**config.mk**
```make
export PLATFORM = sky130hd
export DESIGN_NAME = bram_dma
export DESIGN_NICKNAME = d
export VERILOG_FILES = /design/src/rtl/bram_dma_pkg.sv /design/src/rtl/bram_dma.sv
export SDC_FILE = /design/constraint.sdc
export NUM_CORES = 1
export LEC_CHECK = 0
export BUFFER_PORTS_ARGS = -buffer_cell sky130_fd_sc_hd__buf_2
export CAP_MARGIN = 20
export CORE_UTILIZATION = 30
export CTS_BUF_LIST = sky130_fd_sc_hd__clkbuf_16
export CTS_CLUSTER_SIZE = 40
export DETAILED_ROUTE_END_ITERATION = 12
export HOLD_SLACK_MARGIN = 0.1
export PLACE_DENSITY_LB_ADDON = 0.2
export SETUP_SLACK_MARGIN = 0.4
export SLEW_MARGIN = 40
export SYNTH_ARGS = -nofsm -noshare
export SYNTH_HDL_FRONTEND = slang
export SYNTH_SLANG_ARGS = --single-unit
```
**constraint.sdc**
```tcl
create_clock -name i_clk -period 3.35 [get_ports i_clk]
set_input_delay 0.1675 -clock i_clk [delete_from_list [all_inputs] [get_ports i_clk]]
set_output_delay 0.1675 -clock i_clk [all_outputs]
set_load 0.05 [all_outputs]
```
**src/rtl/bram_dma_pkg.sv**
```systemverilog
// Shared types and constants for the bram block-copy engine.
package bram_dma_pkg;

    typedef enum logic [1:0] {
        IDLE = 2'd0,
        RD   = 2'd1,
        WR   = 2'd2,
        DONE = 2'd3
    } dma_state_t;

    localparam logic DIR_ASC  = 1'b0;
    localparam logic DIR_DESC = 1'b1;

endpackage

```
**src/rtl/bram_dma.sv**
```systemverilog
// Block-copy engine on one bram port: one read cycle then one write cycle per word,
// copying in whichever direction keeps overlapping source words intact.
module bram_dma
    import bram_dma_pkg::*;
#(
    parameter int unsigned DATA_WIDTH = 8,
    parameter int unsigned ADDR_WIDTH = 12,
    parameter int unsigned LEN_WIDTH  = 13
) (
    input  logic                  i_clk,
    input  logic                  i_rst_n,
    input  logic                  i_start,
    input  logic [ADDR_WIDTH-1:0] i_src_addr,
    input  logic [ADDR_WIDTH-1:0] i_dst_addr,
    input  logic [LEN_WIDTH-1:0]  i_len,
    output logic                  o_busy,
    output logic                  o_done,
    output logic                  o_mem_write,
    output logic [ADDR_WIDTH-1:0] o_mem_addr,
    output logic [DATA_WIDTH-1:0] o_mem_data,
    input  logic [DATA_WIDTH-1:0] i_mem_data
);

    localparam int unsigned EXT_WIDTH = ADDR_WIDTH + 1;

    dma_state_t            r_state;
    dma_state_t            w_state_next;
    logic [ADDR_WIDTH-1:0] r_src_ptr;
    logic [ADDR_WIDTH-1:0] r_dst_ptr;
    logic [ADDR_WIDTH-1:0] r_addr_hold;
    logic [DATA_WIDTH-1:0] r_data_hold;
    logic [LEN_WIDTH-1:0]  r_remaining;
    logic                  r_dir;

    logic [EXT_WIDTH-1:0]  w_src_ext;
    logic [EXT_WIDTH-1:0]  w_dst_ext;
    logic [EXT_WIDTH-1:0]  w_src_end;
    logic [ADDR_WIDTH-1:0] w_len_m1;
    logic                  w_dir;
    logic                  w_accept;

    // Destination inside (src, src+len) would clobber unread source words going up.
    assign w_src_ext = {1'b0, i_src_addr};
    assign w_dst_ext = {1'b0, i_dst_addr};
    assign w_src_end = w_src_ext + EXT_WIDTH'(i_len);
    assign w_len_m1  = ADDR_WIDTH'(i_len - LEN_WIDTH'(1));
    assign w_dir     = ((w_dst_ext > w_src_ext) && (w_dst_ext < w_src_end)) ? DIR_DESC : DIR_ASC;
    assign w_accept  = (r_state == IDLE) && i_start;

    always_comb begin
        w_state_next = r_state;
        o_busy       = 1'b1;
        o_done       = 1'b0;
        o_mem_write  = 1'b0;
        o_mem_addr   = r_addr_hold;
        o_mem_data   = r_data_hold;
        case (r_state)
            IDLE: begin
                o_busy = 1'b0;
                if (i_start) begin
                    w_state_next = (i_len == '0) ? DONE : RD;
                end
            end
            RD: begin
                o_mem_addr   = r_src_ptr;
                w_state_next = WR;
            end
            WR: begin
                o_mem_write  = 1'b1;
                o_mem_addr   = r_dst_ptr;
                o_mem_data   = i_mem_data;
                w_state_next = (r_remaining == LEN_WIDTH'(1)) ? DONE : RD;
            end
            DONE: begin
                o_done       = 1'b1;
                w_state_next = IDLE;
            end
            default: w_state_next = IDLE;
        endcase
    end

    always_ff @(posedge i_clk or negedge i_rst_n) begin
        if (!i_rst_n) begin
            r_state     <= IDLE;
            r_src_ptr   <= '0;
            r_dst_ptr   <= '0;
            r_addr_hold <= '0;
            r_data_hold <= '0;
            r_remaining <= '0;
            r_dir       <= DIR_ASC;
        end else begin
            r_state     <= w_state_next;
            r_addr_hold <= o_mem_addr;
            r_data_hold <= o_mem_data;
            if (w_accept) begin
                r_dir       <= w_dir;
                r_remaining <= i_len;
                if (w_dir == DIR_DESC) begin
                    r_src_ptr <= i_src_addr + w_len_m1;
                    r_dst_ptr <= i_dst_addr + w_len_m1;
                end else begin
                    r_src_ptr <= i_src_addr;
                    r_dst_ptr <= i_dst_addr;
                end
            end else if (r_state == WR) begin
                r_remaining <= r_remaining - LEN_WIDTH'(1);
                if (r_dir == DIR_DESC) begin
                    r_src_ptr <= r_src_ptr - ADDR_WIDTH'(1);
                    r_dst_ptr <= r_dst_ptr - ADDR_WIDTH'(1);
                end else begin
                    r_src_ptr <= r_src_ptr + ADDR_WIDTH'(1);
                    r_dst_ptr <= r_dst_ptr + ADDR_WIDTH'(1);
                end
            end
        end
    end

endmodule
```
Yosys cells after proc, flatten, opt, wreduce, memory -nomap -nowiden
Cells that the tools add are included.
W data, S select, Z words.
{ "classes": {"n_addsub": 9, "n_lt_le_gt_ge": 2, "eq_ne": 5, "muxes": 20, "n_reduce_logical": 5} }
{ "ops": {"columns": ["cell", "count"], "rows": [
  ["$mux W12", 8],
  ["$sub A12 B1 Y12 const B", 3],
  ["$mux W13", 2],
  ["$add A12 B1 Y12 const B", 2],
  ["$add A12 B12 Y12", 2],
  ["$pmux W12 S2", 1],
  ["$add A12 B13 Y13", 1],
  ["$eq A13 B1 Y1 const B", 1],
  ["$logic_not A13 Y1", 1],
  ["$lt A12 B13 Y1", 1],
  ["$sub A13 B1 Y13 const B", 1],
  ["$gt A12 B12 Y1", 1],
  ["$mux W8", 1],
  ["$pmux W2 S4", 1],
  ["$mux W2", 3],
  ["$eq A2 B2 Y1 const B", 2],
  ["$mux W1", 4],
  ["$eq A2 B1 Y1 const B", 1],
  ["$logic_and A1 B1 Y1", 2],
  ["$logic_not A2 Y1", 1],
  ["$ne A2 B2 Y1 const B", 1],
  ["$reduce_bool A2 Y1", 1]
]} }
{ "totals": {"ff_bits": 60, "input_bits": 48, "wordCells": 48} }

Longest topological paths before layout
{ "depth": {"word_depth": 6, "ltp_mapped": 21, "depth_no_buf": 20} }

Least setup slack after synthesis
Ideal clock, no wire load.
{ "synth_timing": {"kind": "input port to flip-flop", "startpoint": "input port i_src_addr[1]", "endpoint": "register r_dst_ptr[8]", "setup_ps": 137, "t_arrival_ps": 3798, "required_ps": 3213, "setup_slack_ps": -585, "stages": 21, "cell_sequence": "ha_1 > a21o_1 > a21oi_1 > nor2b_1 > o21a_1 > o311a_1 > o21a_1 > o21ai_0 > nor2b_1 > xor2_1 > ha_1 > a2111oi_0 > o21ai_0 > a21oi_1 > o21bai_1 > a21oi_1 > nor4_2 > nor3_4 > buf_6 > mux2i_1 > a21oi_1"} }
{ "synth_via": {"elab_chain_cells": 6, "word_cells_on_any_way": 7, "cone_classes": "1 x add/sub; 2 x order compare; 3 x mux; 1 x reduce/logical"} }
{ "synth_rtl": {"columns": ["item", "line_no", "text"], "rows": [
  ["start: declaration", "bram_dma.sv:13", "input logic [ADDR_WIDTH-1:0] i_src_addr,"],
  ["$add A12 B13 Y13", "bram_dma.sv:45", "assign w_src_end = w_src_ext + EXT_WIDTH'(i_len);"],
  ["$lt A12 B13 Y1", "bram_dma.sv:47", "assign w_dir = ((w_dst_ext > w_src_ext) && (w_dst_ext < w_src_end)) ? DIR_DESC : DIR_ASC;"],
  ["$logic_and A1 B1 Y1 *", "bram_dma.sv:47", null],
  ["$mux W1 *", "bram_dma.sv:47", null],
  ["$mux W12 *", "bram_dma.sv:98", "if (w_dir == DIR_DESC) begin"],
  ["$mux W12 *", "bram_dma.sv:95", "if (w_accept) begin"],
  ["end signal: assignment", "bram_dma.sv:100", "r_dst_ptr <= i_dst_addr + w_len_m1;"],
  ["end signal: assignment", "bram_dma.sv:103", "r_dst_ptr <= i_dst_addr;"],
  ["end signal: assignment", "bram_dma.sv:109", "r_dst_ptr <= r_dst_ptr - ADDR_WIDTH'(1);"],
  ["end: declaration", "bram_dma.sv:29", "logic [ADDR_WIDTH-1:0] r_dst_ptr;"]
]} }
Every way passes the cells marked *; elsewhere a longest branch is shown, timed or not.
A chain may end at the register's enable or synchronous reset.

Final worst setup path
{ "layout_timing": {"startpoint": "input port i_src_addr[1]", "endpoint": "register r_src_ptr[11]"} }
{ "layout_via": {"elab_chain_cells": 6, "word_cells_on_any_way": 8, "cone_classes": "2 x add/sub; 2 x order compare; 3 x mux; 1 x reduce/logical"} }
{ "layout_rtl": {"columns": ["item", "line_no", "text"], "rows": [
  ["$add A12 B13 Y13", "bram_dma.sv:45", null],
  ["$lt A12 B13 Y1", "bram_dma.sv:47", null],
  ["$logic_and A1 B1 Y1", "bram_dma.sv:47", null],
  ["$mux W1", "bram_dma.sv:47", null],
  ["$mux W12 *", "bram_dma.sv:98", null],
  ["$mux W12 *", "bram_dma.sv:95", null],
  ["end signal: assignment", "bram_dma.sv:99", "r_src_ptr <= i_src_addr + w_len_m1;"],
  ["end signal: assignment", "bram_dma.sv:102", "r_src_ptr <= i_src_addr;"],
  ["end signal: assignment", "bram_dma.sv:108", "r_src_ptr <= r_src_ptr - ADDR_WIDTH'(1);"],
  ["end: declaration", "bram_dma.sv:28", "logic [ADDR_WIDTH-1:0] r_src_ptr;"]
]} }
Marks and branches as above.

==> results.yml <==
status:
  status: "complete, but fails checks"
  failed_checks: "setup timing"
logic_synthesis:
  synthCells: 705
  yosysWarnings: 0
  synth_async_sr_flop_share: 1.00
  ys_top_cells_by_area: "dfrtp_1, ha_1, xnor2_1"
  synth_top_area_share: 0.247
  synthTopCellsByCount: "ha_1, a21oi_1, dfrtp_1"
  syn-num-nets: 843
  yosysMostFrequentCell: "ha_1"
  synth.distinct_cells: 55
  synth_seq_cells: 60
  syn_avg_cell_area_um2: 8.62
  synth_top_flop_cell: "dfrtp_1"
  yosysTopAreaCell: "dfrtp_1"
  syn_area_um2: 6080
  ys_seq_area_frac: 0.247
  synth_edf_count: 0
clock_tree:
  worstSkewPairLatency_ns: 0.34
  cts_sinks: 60
  cts_buffers: 9
  cts_tree: "yes"
  clockRootBuffer: "clkbuf_16"
  clockBufferDepth: 2
  h-tree-depth: 3
  clkTransAtPathRegs_ns: 0.06
sta:
  rsz0062_at_grt: "yes"
  slew-limit-headroom: 0.541
  setup_tns_ns: -4.67
  slew_violations: 0
  layout_setup_ws_ns: -0.262
  fin_crit_ns: 3.61
  setup_violations: 25
  clock.fmax_ghz: 0.277
  min_period_over_period: 1.08
  worst_pin_slew_ns: 0.689
  finalClockSkew_ns: 0.0101
  timing.final.hold_violations: 0
cells_and_area:
  area_delta_synth_final_pct: 26.5
  seqCellArea_um2: 1500
  drive_above_1_share: 0.220
  fin_cells: 1089
  antenna_cells: 0
  multi_input_area_um2: 4490
  nets: 957
  fillers: 2094
  utilization: 0.391
floorplan:
  rows: 51
  io_pins: 71
  core-area_um2: 19700
  die_w_um: 144
  die-height_um: 144
  start_util: 0.309
  fp.dieArea_um2: 20800
global_route:
  grt_pass1_wl_mm: 27.7
  overflow: 0
  grt_pass1_vias: 5303
  antenna_found_initial: 0
  grt_max_degree: 70
  grt.total_usage: 0.175
worst_hold_path:
  hold_path_class: "input port to register"
  min_path_cells: 3
  hp-start: "i_len[11]"
  hold-path-endpoint: "r_remaining[11]"
placed_design:
  dp_worst_setup_slack_ns: -0.659
  io_buffers: 70
  place_inst: 1052
  gp_congestion: 0.846
  dp_hpwl_mm: 13.3
run:
  maxCapViolations: 0
detailed_routing:
  viasPerCell: 4.97
  drt-initial-drc-count: 327
  wirelength_mm: 17.2
  dr.pass1.iters: 4
  drc: 0
  post_drt_wl_per_cell_um: 15.8
  num_vias: 5411
  final_antenna_net_count: 0
setup_path:
  cp.required_ns: 3.60
  r2r_cells: 11
  worst_r2r_endpoint: "r_src_ptr[10]"
  path_max_fanout: 7
  critPathLaunchType: "input port"
  cp-end-kind: "register"
  worstReg2RegStart: "r_dir"
  arrival_ns: 3.86
  reg2reg_slack_ns: 0.59
  critPathKind: "input port to register"
power_and_ir_drop:
  ir_drop_uv: 363
  power.total_mw: 7.42
  p_leak_nw: 3.44
  p_per_area_nw_per_um2: 966
metal layers:
layer | vias to the layer above | wire, um | global-route usage
met5 | - | 0 | 0
met4 | 0 | 140 | 0.0388
met3 | 10 | 517 | 0.0252
met2 | 83 | 7850 | 0.285
met1 | 2523 | 8650 | 0.243
li1 | 2795 | - | -
kinds of logic after synthesis:
family                   after synthesis  synth area share
AO/OA/AOI/OAI                        198             0.202
XOR/XNOR                              63            0.0908
adder cells (fa/ha/maj)               90             0.191
buffers and inverters                 63            0.0414
flip-flops                            60             0.247
multiplexers                          33            0.0560
AND/OR/NAND/NOR                      198             0.171
cell usage in the layout, fill, tap and decap left out, types with 4 or more instances in the layout:
master / Yosys / final
a211oi_1: 16 / 15
a21o_1: 14 / 14
a21oi_1: 64 / 48
a21oi_2: 0 / 16
a22oi_1: 12 / 12
a31oi_1: 5 / 5
and3_1: 5 / 5
buf_2: 0 / 68
buf_4: 0 / 37
buf_6: 2 / 4
clkbuf_16: 0 / 9
dfrtp_1: 60 / 60
dlygate4sd3_1: 0 / 9
fa_1: 5 / 5
ha_1: 85 / 79
inv_1: 42 / 44
mux2_2: 8 / 8
mux2i_1: 25 / 20
mux2i_2: 0 / 5
nand2_1: 49 / 49
nand2b_1: 7 / 6
nand3_1: 7 / 7
nand4_1: 6 / 6
nor2_1: 41 / 41
nor2b_1: 20 / 19
nor3_1: 27 / 27
nor4_1: 4 / 4
nor4_2: 4 / 4
nor4b_1: 4 / 4
o21a_1: 12 / 12
o21ai_0: 46 / 41
o21ai_1: 4 / 8
o21bai_1: 4 / 4
or3_1: 8 / 8
xnor2_1: 43 / 43
xor2_1: 20 / 20
worst max-delay path by stage:
stage	from	end	cells past startpoint
after detailed placement	i_src_addr[1]	r_dst_ptr[2]	22
final	i_src_addr[1]	r_src_ptr[11]	25
after floorplan	i_src_addr[1]	r_dst_ptr[8]	21
after global routing	i_src_addr[1]	r_dst_ptr[2]	23
after global placement	i_src_addr[1]	r_src_ptr[2]	22
after CTS	i_src_addr[1]	r_dst_ptr[2]	23
report_power, final:
group | internal [mW] | total [mW] | switching, mW
clock | 0.642 | 0.986 | 0.344
combinational | 1.88 | 5.04 | 3.16
sequential | 1.12 | 1.39 | 0.269
layout make-up:
class,count,area share
clock buffers,9,0.0293
clock inverters,7,0.0109
inverters,42,0.0205
repair buffers,124,0.117
well taps,265,0.0431
multi-input cells,582,0.584
flip-flops and latches,60,0.195
state kept, by name (all words and copies together) (netlist names):
name and count:
r_remaining 13, r_addr_hold 12, r_dst_ptr 12, r_src_ptr 12, r_data_hold 8, r_state 2, r_dir 1
per-stage QoR:
step | area [um^2] | hold WS, ns
after floorplan | 6170 | -0.128
after global placement | 7040 | 0.247
after detailed placement | 7050 | 0.243
after CTS | 7650 | 0.105
after global routing | 7690 | 0.156
final | 7690 | 0.129
repair_timing:
action,4_1_cts,5_1_grt
cloned,3,0
endpoints found under the setup margin,25,25
resized for setup,15,7
buffers inserted,8,1
pin swaps,11,3
hold buffers,9,0
hold endpoints to repair,32,0
critical path: stages:
cell,delay [ns]
buf_6,0.10
ha_4,0.22
a21o_1,0.16
a21oi_2,0.14
nor2b_1,0.06
o21a_1,0.19
o311a_1,0.31
o21a_1,0.20
o21ai_2,0.16
buf_4,0.13
buf_4,0.09
buf_4,0.09
buf_4,0.09
buf_4,0.09
buf_4,0.10
a21oi_2,0.04
xnor2_1,0.13
ha_1,0.29
a21oi_2,0.05
nor4_2,0.32
nor3_4,0.07
buf_6,0.16
buf_16,0.14
and4_1,0.19
a211oi_2,0.18
Power figures use the tool's default switching activity.
